File: config.mk
export PLATFORM = sky130hd
export DESIGN_NAME = ga_sequencer
export DESIGN_NICKNAME = d
export VERILOG_FILES = /design/src/rtl/ga_sequencer.sv
export SDC_FILE = /design/constraint.sdc
export NUM_CORES = 1
export LEC_CHECK = 0
export BUFFER_PORTS_ARGS = -buffer_cell sky130_fd_sc_hd__buf_2
export CORE_MARGIN = 3
export CORE_UTILIZATION = 42
export CTS_CLUSTER_SIZE = 40
export DETAILED_ROUTE_END_ITERATION = 10
export GPL_ROUTABILITY_DRIVEN = 0
export GPL_TIMING_DRIVEN = 0
export HOLD_SLACK_MARGIN = 0.12
export PLACE_DENSITY = 0.63
export SKIP_LAST_GASP = 1
export SYNTH_ARGS = -nofsm -noshare
export SYNTH_HDL_FRONTEND = slang
export SYNTH_SLANG_ARGS = --single-unit
File: constraint.sdc
create_clock -name clk -period 5 [get_ports clk]
set_clock_uncertainty 0.1 [all_clocks]
set_input_delay 0.25 -clock clk [delete_from_list [all_inputs] [get_ports clk]]
set_output_delay 0.25 -clock clk [all_outputs]
set_load 0.05 [all_outputs]
File: src/rtl/ga_sequencer.sv
// ga_sequencer: 16-state Johnson-counter master timing sequencer for the 40010 gate array.
// Drives S[7:0] plus the PHI_N, CCLK, RAS_N, READY and CPU_N decodes and the
// single-clk enables at the PHI_N edges. All decodes are taken from the next S value.
module ga_sequencer (
    input  logic       clk,
    input  logic       RESET_N,
    input  logic       cen_16,
    input  logic       seq_load,
    input  logic [7:0] seq_val,
    output logic [7:0] S,
    output logic       PHI_N,
    output logic       CCLK,
    output logic       RAS_N,
    output logic       READY,
    output logic       CPU_N,
    output logic       cyc_start,
    output logic       phi_en_p,
    output logic       phi_en_n
);

    localparam int unsigned SW = 8;
    localparam int unsigned KW = 4;
    localparam int unsigned NK = 16;

    // Legal Johnson value for state index k: a run of ones filling from the bottom, then draining.
    function automatic logic [SW-1:0] johnson_val(input logic [KW-1:0] k);
        if (k <= KW'(8))
            return SW'((9'd1 << k) - 9'd1);
        else
            return 8'hFF << (k - KW'(8));
    endfunction

    // True when s is one of the 16 legal Johnson values.
    function automatic logic is_legal(input logic [SW-1:0] s);
        logic hit;
        hit = 1'b0;
        for (int unsigned i = 0; i < NK; i++)
            if (s == johnson_val(KW'(i))) hit = 1'b1;
        return hit;
    endfunction

    // State index of s; any illegal value decodes as k=0.
    function automatic logic [KW-1:0] seq_index(input logic [SW-1:0] s);
        logic [KW-1:0] k;
        k = '0;
        for (int unsigned i = 0; i < NK; i++)
            if (s == johnson_val(KW'(i))) k = KW'(i);
        return k;
    endfunction

    logic [SW-1:0] s_nxt;
    logic [KW-1:0] k_nxt;
    logic          upd;
    logic          phi_nxt;
    logic          cclk_nxt;
    logic          ras_n_nxt;
    logic          ready_nxt;
    logic          cpu_n_nxt;

    // Next sequencer value (load beats step, illegal state recovers to 00) and its decodes.
    always_comb begin
        upd       = seq_load | cen_16;
        s_nxt     = S;
        if (seq_load)
            s_nxt = seq_val;
        else if (cen_16)
            s_nxt = is_legal(S) ? {S[SW-2:0], ~S[SW-1]} : '0;
        k_nxt     = seq_index(s_nxt);
        phi_nxt   = k_nxt[0] ^ k_nxt[1];
        cclk_nxt  = (k_nxt >= KW'(3)) && (k_nxt <= KW'(10));
        ras_n_nxt = !(((k_nxt >= KW'(2))  && (k_nxt <= KW'(5))) ||
                      ((k_nxt >= KW'(10)) && (k_nxt <= KW'(13))));
        ready_nxt = (k_nxt >= KW'(12));
        cpu_n_nxt = ~k_nxt[KW-1];
    end

    // Sequencer, decode and pulse registers.
    always_ff @(posedge clk or negedge RESET_N) begin
        if (!RESET_N) begin
            S         <= '0;
            PHI_N     <= 1'b0;
            CCLK      <= 1'b0;
            RAS_N     <= 1'b1;
            READY     <= 1'b0;
            CPU_N     <= 1'b1;
            cyc_start <= 1'b0;
            phi_en_p  <= 1'b0;
            phi_en_n  <= 1'b0;
        end else begin
            S         <= s_nxt;
            PHI_N     <= phi_nxt;
            CCLK      <= cclk_nxt;
            RAS_N     <= ras_n_nxt;
            READY     <= ready_nxt;
            CPU_N     <= cpu_n_nxt;
            cyc_start <= upd && (s_nxt == '0);
            phi_en_p  <= upd && !PHI_N && phi_nxt;
            phi_en_n  <= upd && PHI_N && !phi_nxt;
        end
    end

endmodule

==> results.md, run 1 <==
- Core Footprint: 0.002900 mm2
- FF-to-FF setup slack: 1.56 ns
- Top cells by area, synth: dfrtp_1 26%, dfstp_2 3.9%, ha_1 3.7%
- Achievable clock frequency: 0.2910 GHz
- Dpl hpwl: 2732 um
- Antenna viol nets, final: 0
- Area Growth Syn to Fin: 17.44%
- CTS tree: built
- Layout cells sized above 1: 0.3077
- Part of the cycle the worst path needs: 0.6872
- Worst Hold Launch: seq_val[1]
- GRT Overall Usage: 0.1846
- WHS Endpoint: S[1]
- Cells after DPL: 219
- Pre-antenna DRT Iters: 4
- Post-layout instance count excluding filler cells: 224
- Post-synthesis sequential area ratio: 0.3004
- CTS Buf Count: 3
- Arrival @ worst endpoint: 3.58 ns
- # fillers: 282
- Clk root buf: clkbuf_4
- DIE AREA: 0.003908 mm2
- YS warnings: 0
- Drt drc: 0
- Worst vdd ir: 169.8 uV
- Post-CTS Setup Bufs: 0
- Syn nets: 166
- Worst setup margin: 1.564 ns
- Worst setup EP type: register
- Setup_tns: 0 ns
- P per Cell Area: 264.9 mW/mm2
- Critical Path RT: 5.14 ns
- Antenna cells: 0
- Yosys top cell by area: dfrtp_1
- Pin count of the biggest net entering global routing: 17
- Vias in the first global route: 1,289
- Via count: 1,316
- Worst slew pin tran: 0.5477 ns
- Final instance area: 0.001575 mm2
- Register bit total from synthesis: 16
- Congestion Overflow GR: 0
- Leakage Power: 0.7594 nW
- Clock Sinks: 16
- Reg2reg start: S[0]
- RSZ-0062 raised after global routing: false
- Startpoint types: register
- WL final: 3474 um
- Vias per cell: 5.875
- DR WL/cell: 15.51 um
- Pre-CTS WS: 1.659 ns
- Post-Syn Instances: 150
- Initial antenna violation count: 0
- Die width: 62.51 um
- Die Ht: 62.51 um
- Cell area after synthesis: 0.001341 mm2
- Initial Utilization: 0.4625
- Ports: 28
- Relative slew slack: 0.6327
- Netlist cell types: 64
- Worst R2R End: RAS_N
- Port Buf Inserts: 27
- Hold Crit Depth: 3
- FF-to-FF path depth: 12
- Fin crit period: 3.436 ns
- Nets: 199
- Worst-Skew Late Latency: 0.29 ns
- Crit Path Max Fanout: 10
- Crit Path Category: reg2reg
- Placed Area: 0.001529 mm2
- Hold_buf cts: 1
- Htree depth: 1
- Initial detailed-routing violation count: 88
- Hold Violations, Final: 0
- Post-CTS resize count: 0
- Top_reg_cell synth: dfrtp_1
- CTS clock-pin slew for the worst setup and hold paths: 0.10 ns
- Top cell type's share of synthesized area: 0.2612
- Clock Path Buffers: 2
- Post-synth EDFFs: 0
- Outcome: finished, final reports clean
- Mean Syn Cell Area: 8.942 um2
- Row Count: 19
- First-pass GRT wire length: 5940 um
- Hold WC Path Type: in2reg
- Max Cap Viol: 0
- FFs w/ async S/R, synth: 1.000
- Final setup fails: 0
- Fin. max-slew vios: 0
- Hold WS: 0.1967 ns
worst max-delay path by stage:
stage,startpoint,endpoint,cells past startpoint
final,S[0],RAS_N,12
after detailed placement,S[0],RAS_N,12
after global placement,S[0],RAS_N,12
after floorplan,S[7],RAS_N,12
after global routing,S[7],RAS_N,12
after CTS,S[0],RAS_N,12
cells by family after synthesis:
kind of cell             after synthesis  share of synthesized area
AND/OR/NAND/NOR                       53                     0.2286
multiplexers                           6                    0.05037
AO/OA/AOI/OAI                         54                     0.3162
buffers and inverters                 17                    0.06716
flip-flops                            16                     0.3004
adder cells (fa/ha/maj)                4                    0.03731
report_power, final:
| group | internal (W) | switching (W) |
|---|---|---|
| Combinational | 0.0000572 | 0.000119 |
| Clock | 0.0000444 | 0.0000429 |
| Sequential | 0.000143 | 0.0000109 |
worst max-delay path, cell delays in order, from the launching register on:
cell and delay [ns]:
dfrtp_1 0.50, mux2_4 0.32, a22o_1 0.21, o211a_1 0.13
buf_6 0.15, a211oi_1 0.48, nand3b_4 0.13, o21ai_0 0.25
a32o_1 0.20, o311ai_1 0.15, ha_1 0.22, nor4b_1 0.35
o311a_1 0.19
flip-flops by register name, indices dropped and copies added (netlist names):
signal     cells
S              8
cyc_start      1
RAS_N          1
PHI_N          1
READY          1
phi_en_p       1
CCLK           1
CPU_N          1
phi_en_n       1
layer usage:
metal,global-route usage,up-vias,wire length (um)
met4,0.05234,0,10
met1,0.2497,632,1659
li1,-,640,-
met3,0.04676,2,180
met2,0.2903,42,1624
met5,0,-,0
Yosys cell counts, types with 2 or more instances:
master,instances
nand2b_1,3
dfrtp_1,14
o311a_1,2
nor3_1,2
nand4b_1,2
a21o_1,2
buf_2,3
nand3b_1,2
a31oi_1,2
or3_1,2
and2_1,2
nor2_1,10
o211a_1,2
a21oi_1,9
nor3b_1,3
o211ai_1,3
dfstp_2,2
inv_2,2
o21ai_0,6
a211o_1,2
inv_1,6
o31ai_1,2
nand2_1,13
buf_4,4
nand3_1,4
ha_1,4
mux2i_1,3
o22ai_1,2
o21ai_1,2
per-stage QoR:
stage / util / total power (W)
finish: 0.5431 / 0.0004173
global route: 0.5431 / 0.0004414
detailed placement: 0.5272 / 0.0003310
floorplan: - / 0.0002870
CTS: 0.5431 / 0.0004183
global placement: 0.5272 / 0.0003264
cells in the final DEF (no fill, tap or decap), types with 2 or more instances in the layout:
| master | count |
|---|---|
| o21ai_0 | 6 |
| nor2_1 | 10 |
| dfstp_2 | 2 |
| inv_1 | 6 |
| o21ai_1 | 2 |
| or3_1 | 2 |
| a31oi_1 | 2 |
| o31ai_1 | 2 |
| buf_4 | 4 |
| nand4b_1 | 2 |
| mux2i_1 | 3 |
| buf_2 | 30 |
| dfrtp_1 | 14 |
| o311a_1 | 2 |
| nor3_1 | 2 |
| inv_2 | 2 |
| o22ai_1 | 2 |
| a21oi_1 | 9 |
| nand3_1 | 4 |
| and2_1 | 2 |
| ha_1 | 4 |
| nand3b_1 | 2 |
| nand2_1 | 13 |
| nand2b_1 | 3 |
| o211a_1 | 2 |
| o211ai_1 | 3 |
| clkbuf_4 | 3 |
| a211o_1 | 2 |
| nor3b_1 | 3 |
| a21o_1 | 2 |
layout make-up:
| cell class | instances | area [um2] | share of cell area |
|---|---|---|---|
| sequential | 16 | 402.9 | 0.2558 |
| timing repair buffer | 28 | 145.1 | 0.09214 |
| buffer | 9 | 60.06 | 0.03813 |
| multi-input combinational | 117 | 848.3 | 0.5385 |
| tap | 42 | 52.55 | 0.03336 |
| clock buffer | 4 | 36.28 | 0.02303 |
| inverter | 8 | 30.03 | 0.01906 |
No activity file was read; power rests on OpenSTA's default activity.
==> run 2, diff against run 1 <==
- PLACE_DENSITY: 0.63 -> 0.65
- clock period: 5 -> 2.92 ns (I/O delays scaled with it)
==> run 2 against run 1 <==
  * The run now ends with setup timing left
  * Sequential power increased by 73%
  * Register-to-register slack got worse by 1.8 ns
  * Die area unchanged
  * Maximum frequency increased by 11%
  * Largest power group unchanged
==> results.md, run 2 (synthesis results as in run 1) <==
- Worst-Skew Late Latency: 0.29 ns
- GRT Overall Usage: 0.2027
- Pre-antenna DRT Iters: 4
- Die Ht: 62.51 um
- Startpoint types: register
- RSZ-0062 raised after global routing: true
- Violations in the final reports: setup timing
- CTS clock-pin slew for the worst setup and hold paths: 0.10 ns
- Nets: 215
- CTS tree: built
- Port Buf Inserts: 27
- Relative slew slack: 0.7134
- Worst path slowest cell: dfrtp_2
- Fin util: 0.6083
- WL final: 3844 um
- Clock Path Buffers: 2
- CTS Buf Count: 3
- Antenna viol nets, final: 0
- Pin count of the biggest net entering global routing: 17
- DIE AREA: 0.003908 mm2
- Congestion Overflow GR: 0
- Die width: 62.51 um
- P per Cell Area: 436.3 mW/mm2
- Crit Path Category: reg2reg
- Clk root buf: clkbuf_4
- Post-layout instance count excluding filler cells: 240
- Most frequent cells in the layout: 28 x buf_2, 21 x buf_4, 12 x nand2_1
- Drt drc: 0
- Fin. max-slew vios: 0
- Crit Path Max Fanout: 5
- Outcome: complete, but fails checks
- Max Cap Viol: 0
- Setup_tns: -0.4005 ns
- Worst setup margin: -0.1863 ns
- Worst vdd ir: 221.6 uV
- Vias in the first global route: 1,339
- Core Footprint: 0.002900 mm2
- Vias per cell: 5.908
- First-pass GRT wire length: 6403 um
- Initial antenna violation count: 0
- Dpl hpwl: 2742 um
- Layout cells sized above 1: 0.4394
- Commonest non-fill, non-tap cell in the layout: buf_2
- Initial detailed-routing violation count: 113
- Final setup fails: 5
- Fin crit period: 3.106 ns
- Clock Sinks: 16
- Arrival @ worst endpoint: 3.25 ns
- Crit-path max cell delay: 0.45 ns
- Leakage Power: 0.8459 nW
- Hold WC Path Type: in2reg
- Critical Path RT: 3.06 ns
- Achievable clock frequency: 0.3219 GHz
- Row Count: 19
- Via count: 1,418
- Area Growth Syn to Fin: 31.53%
- Worst setup EP type: register
- Part of the cycle the worst path needs: 1.064
- Hold Violations, Final: 0
- CP cell instances: mux2_4 > a22o_1 > o211a_1 > buf_6 > a221o_1 > nand3b_4 > o211ai_1 > a32o_2 > o311ai_4 > ha_4 > nor4b_2 > o311a_1
- Worst slew pin tran: 0.4299 ns
- # fillers: 269
- Ports: 28
- Antenna cells: 0
- Reg with most FFs: S
- Initial Utilization: 0.4625
- Pre-CTS WS: -0.2553 ns
- Largest register FFs: 8
- Cells after DPL: 219
- Htree depth: 1
- DR WL/cell: 16.02 um
==> run 2: changes by cell type in the layout (fill, tap and decap cells not counted), sizes merged <==
| cell | change |
|---|---|
| buf | +15 |
| dlygate4sd3 | +1 |
==> run 2: metrics by stage <==
step            power, W  area (um2)  hold WS, ns
3_5_place_dp   0.0005735        1558     -0.02423
6_report       0.0007696        1764       0.1430
5_1_grt        0.0008095        1764       0.1643
4_1_cts        0.0007503        1710       0.1262
2_1_floorplan  0.0004977        1370      -0.2496
3_3_place_gp   0.0005671        1558     -0.02687
==> run 2: timing repair <==
| item | CTS | global route |
|---|---|---|
| pin swaps | 7 | 4 |
| buffers inserted | 10 | 5 |
| hold endpoints to repair | 17 | 0 |
| setup endpoints to repair | 5 | 5 |
| gates cloned | 1 | 0 |
| hold buffers | 2 | 0 |
| resized for setup | 5 | 9 |
==> run 2: where the power goes <==
group / switching [W] / internal (W) / total [W]
logic: 0.000223 / 0.000133 / 0.000355
clock network: 0.0000727 / 0.0000760 / 0.000149
registers: 0.0000188 / 0.000247 / 0.000266
total: 0.000314 / 0.000456 / 0.000770
==> run 2: layout make-up <==
| cell class | count | area [um2] | area share |
|---|---|---|---|
| buffer | 8 | 57.56 | 0.03262 |
| clock buffer | 4 | 36.28 | 0.02057 |
| inverter | 8 | 30.03 | 0.01702 |
| multi-input combinational | 117 | 902.1 | 0.5113 |
| sequential | 16 | 410.4 | 0.2326 |
| tap | 42 | 52.55 | 0.02979 |
| timing repair buffer | 45 | 275.3 | 0.1560 |
==> run 2: path summary, 6_finish.rpt <==
check | startpoint | depth (start not counted) | slack [ns] | to
setup / recovery | S[7] | 12 | -0.19 | RAS_N
hold / removal | seq_val[5] | 3 | 0.14 | S[5]
setup reg to reg | S[7] | 12 | -0.19 | RAS_N
hold reg to reg | PHI_N | 1 | 0.38 | phi_en_p
max in group asynchronous | RESET_N | 2 | 2.21 | CPU_N
min in group asynchronous | RESET_N | 2 | 0.19 | CCLK
==> run 2: critical path: cells and delay by family (launching register included) <==
family / cells / cell delay, ns
AO/OA/AOI/OAI: 7 / 1.44
flip-flops: 1 / 0.45
AND/OR/NAND/NOR: 2 / 0.39
multiplexers: 1 / 0.32
adder cells (fa/ha/maj): 1 / 0.19
buffers and inverters: 1 / 0.15
==> run 2: per-layer routing <==
metal | routed length, um | global-route usage | up-vias
li1 | - | - | 670
met1 | 1658 | 0.2683 | 694
met2 | 1902 | 0.3316 | 52
met3 | 264 | 0.04137 | 2
met4 | 19 | 0.06061 | 0
met5 | 0 | 0 | -
==> run 3, diff against run 2 <==
- ABC_AREA: default -> 1
- SKIP_LAST_GASP: 1 -> default
==> run 3 against run 2 <==
  * The run now ends clean
  * First-iteration DRC count shrank 62%
  * Sequential power shrank 2%
  * Via count shrank 6.8%
  * Critical path type unchanged
  * Largest cell class unchanged
  * Maximum frequency grew 12%
==> results.md, run 3 <==
- Outcome: finished, final reports clean
- Via count: 1,322
- Nets: 245
- Initial detailed-routing violation count: 43
- Achievable clock frequency: 0.3621 GHz
- Pre-antenna DRT Iters: 4
- Antenna cells: 0
- Synth Area in Compound Gates: 0.07278
- Top cell type's share of synthesized area: 0.2516
- Net Sw Power: 0.0003195 W
- CTS tree: built
- Gr busiest metal: met2
- Met2 Usage GRT: 0.2920
- Met1 usage: 0.2172
- Main combinational cell family by area after synthesis: simple AND/OR/NAND/NOR gates
- Die Ht: 63.58 um
- FFs w/ async S/R, synth: 1.000
- Sw frac: 0.4318
- Cell area after synthesis: 0.001393 mm2
- Initial Utilization: 0.4488
- Worst slew pin tran: 0.7564 ns
- Most frequent cells in the layout: 27 x nand2_1, 27 x buf_2, 24 x nor2_1
- Port Buf Inserts: 25
- Netlist cell types: 28
- Crit Path Max Fanout: 8
- Max Cap Viol: 0
- WL final: 3419 um
- DIE AREA: 0.004042 mm2
- Mean Syn Cell Area: 7.868 um2
- Drt drc: 0
- P per Cell Area: 391.4 mW/mm2
- Vias in the first global route: 1,242
- Cells after DPL: 246
- DR WL/cell: 12.57 um
- Congestion Overflow GR: 0
- Clock Path Buffers: 2
- Die width: 63.58 um
- Worst vdd ir: 395.2 uV
- Clk root buf: clkbuf_4
- Top cells by area, synth: dfrtp_1 25%, nand2_4 9.7%, nand2_1 8.6%
- Ports: 28
- Startpoint types: register
- Vias per cell: 4.860
- Post-route total power: 0.0007400 W
- Sequential Power Share: 0.353
- CTS clock-pin slew for the worst setup and hold paths: 0.10 ns
- Mux contribution to synthesized area: 0
- Fin util: 0.6093
- Htree depth: 1
- Row Count: 20
- Leakage Power: 1.028 nW
- GRT Overall Usage: 0.1677
- Hold Violations, Final: 0
- Initial antenna violation count: 0
- Simple-gate share of the synthesized area: 0.5184
- Dpl hpwl: 2293 um
- Clk network pwr share: 0.202
- Post-layout instance count excluding filler cells: 272
- Syn nets: 193
- Internal power: 0.0004205 W
- Area Growth Syn to Fin: 35.76%
- Worst setup EP type: register
- Largest register FFs: 8
- Fin crit period: 2.762 ns
- Critical Path RT: 3.04 ns
- Core Footprint: 0.003103 mm2
- Combinational Power Share: 0.445
- Synth Area in XOR/XNOR: 0
- Antenna viol nets, final: 0
- Post-synthesis sequential area ratio: 0.2893
- Part of the cycle the worst path needs: 0.9458
- YS warnings: 0
- Reg with most FFs: S
- Hold WC Path Type: in2reg
- Hold WS: 0.1705 ns
- Relative slew slack: 0.4939
- Yosys top cell by area: dfrtp_1
- Post-synth EDFFs: 0
- Final setup fails: 0
- Register bit total from synthesis: 16
- Met3 Resource Use GR: 0.03387
- CTS Buf Count: 3
- Top post-synthesis cells by count: 32 x nand2_1, 25 x nor2_1, 15 x inv_1
- Most frequent cell after synthesis: nand2_1
- Setup_tns: 0 ns
- Layout cells sized above 1: 0.4781
- Post-Syn Instances: 177
- Worst-Skew Late Latency: 0.29 ns
- Crit Path Category: reg2reg
- Top_reg_cell synth: dfrtp_1
- Arrival @ worst endpoint: 2.88 ns
- Fin. max-slew vios: 0
- Pin count of the biggest net entering global routing: 17
- First-pass GRT wire length: 5506 um
- Adder-Cell Fraction of Synth Area: 0.03594
- Clock Sinks: 16
==> run 3: cell count changes in the layout (fill, tap and decap cells not counted), sizes merged, moves of 7 or more <==
| cell | delta |
|---|---|
| nand2 | +44 |
| nor2 | +23 |
| inv | +16 |
| buf | -13 |
| dlygate4sd3 | +11 |
| nand4 | +8 |
| a21oi | -7 |
| a22oi | +7 |
==> run 3: critical path: stages (launching register included) <==
cell and delay, ns:
dfrtp_2 0.50, nand2_2 0.09, nand2_1 0.07, nand2_2 0.10
nand2_4 0.07, nor2_8 0.24, nand4_4 0.14, nand2_4 0.16
nand2_4 0.09, nor2_8 0.15, nand2_2 0.08, nand2_4 0.08
nand2_1 0.06, nand3_2 0.07, nand2_2 0.06, nand2_1 0.05
nand2_1 0.07, ha_1 0.32, nor3_1 0.19
==> run 3: cell type report <==
| class | instances | area, um2 |
|---|---|---|
| Fill cell | 301 | 1212 |
| Multi-Input combinational cell | 134 | 950.9 |
| Sequential cell | 16 | 404.1 |
| Timing Repair Buffer | 47 | 322.8 |
| Inverter | 24 | 100.1 |
| Tap cell | 44 | 55.05 |
| Clock buffer | 4 | 36.28 |
| Buffer | 3 | 21.27 |
==> run 3: power groups by stage <==
stage	Combinational, W	Clock (W)	Sequential (W)
after floorplan	0.000159	0	0.000327
after global placement	0.000278	0	0.000263
after detailed placement	0.000281	0	0.000263
after CTS	0.000298	0.000155	0.000259
after global routing	0.000356	0.000164	0.000264
final	0.000330	0.000150	0.000261
==> run 3: stage by stage <==
| stage | worst slack (ns) | cell area, um2 |
|---|---|---|
| floorplan | 0.1463 | 1393 |
| global placement | 0.1953 | 1573 |
| detailed placement | 0.1569 | 1573 |
| finish | 0.1582 | 1891 |
| global route | -0.07133 | 1891 |
| CTS | 0.1307 | 1739 |
==> run 3: worst paths after layout <==
| kind | to | from | cells after the start | slack, ns |
|---|---|---|---|---|
| worst max-delay path | phi_en_p | S[4] | 18 | 0.16 |
| worst min-delay path | S[0] | cen_16 | 5 | 0.17 |
| worst max register to register | phi_en_p | S[4] | 18 | 0.16 |
| worst min register to register | phi_en_p | PHI_N | 1 | 0.36 |
| max in group asynchronous | RAS_N | RESET_N | 2 | 2.23 |
| min in group asynchronous | S[7] | RESET_N | 2 | 0.19 |
==> run 3: cell families after synthesis <==
kind of cell    count (synthesis)
simple gates                  115
compound gates                 15
flops                          16
buf+inv                        27
fa+ha+maj                       4
==> run 3: repair_timing <==
action	4_1_cts	5_1_grt
buffers inserted	0	9
resized for setup	0	21
setup endpoints to repair	0	3
hold endpoints to repair	24	0
hold buffers	13	0
==> run 3: layer usage <==
metal | wire length, um | part of all wire
met3 | 164 | 0.048
met1 | 1441 | 0.42
met5 | 0 | 0
met4 | 12 | 0.0035
met2 | 1800 | 0.53
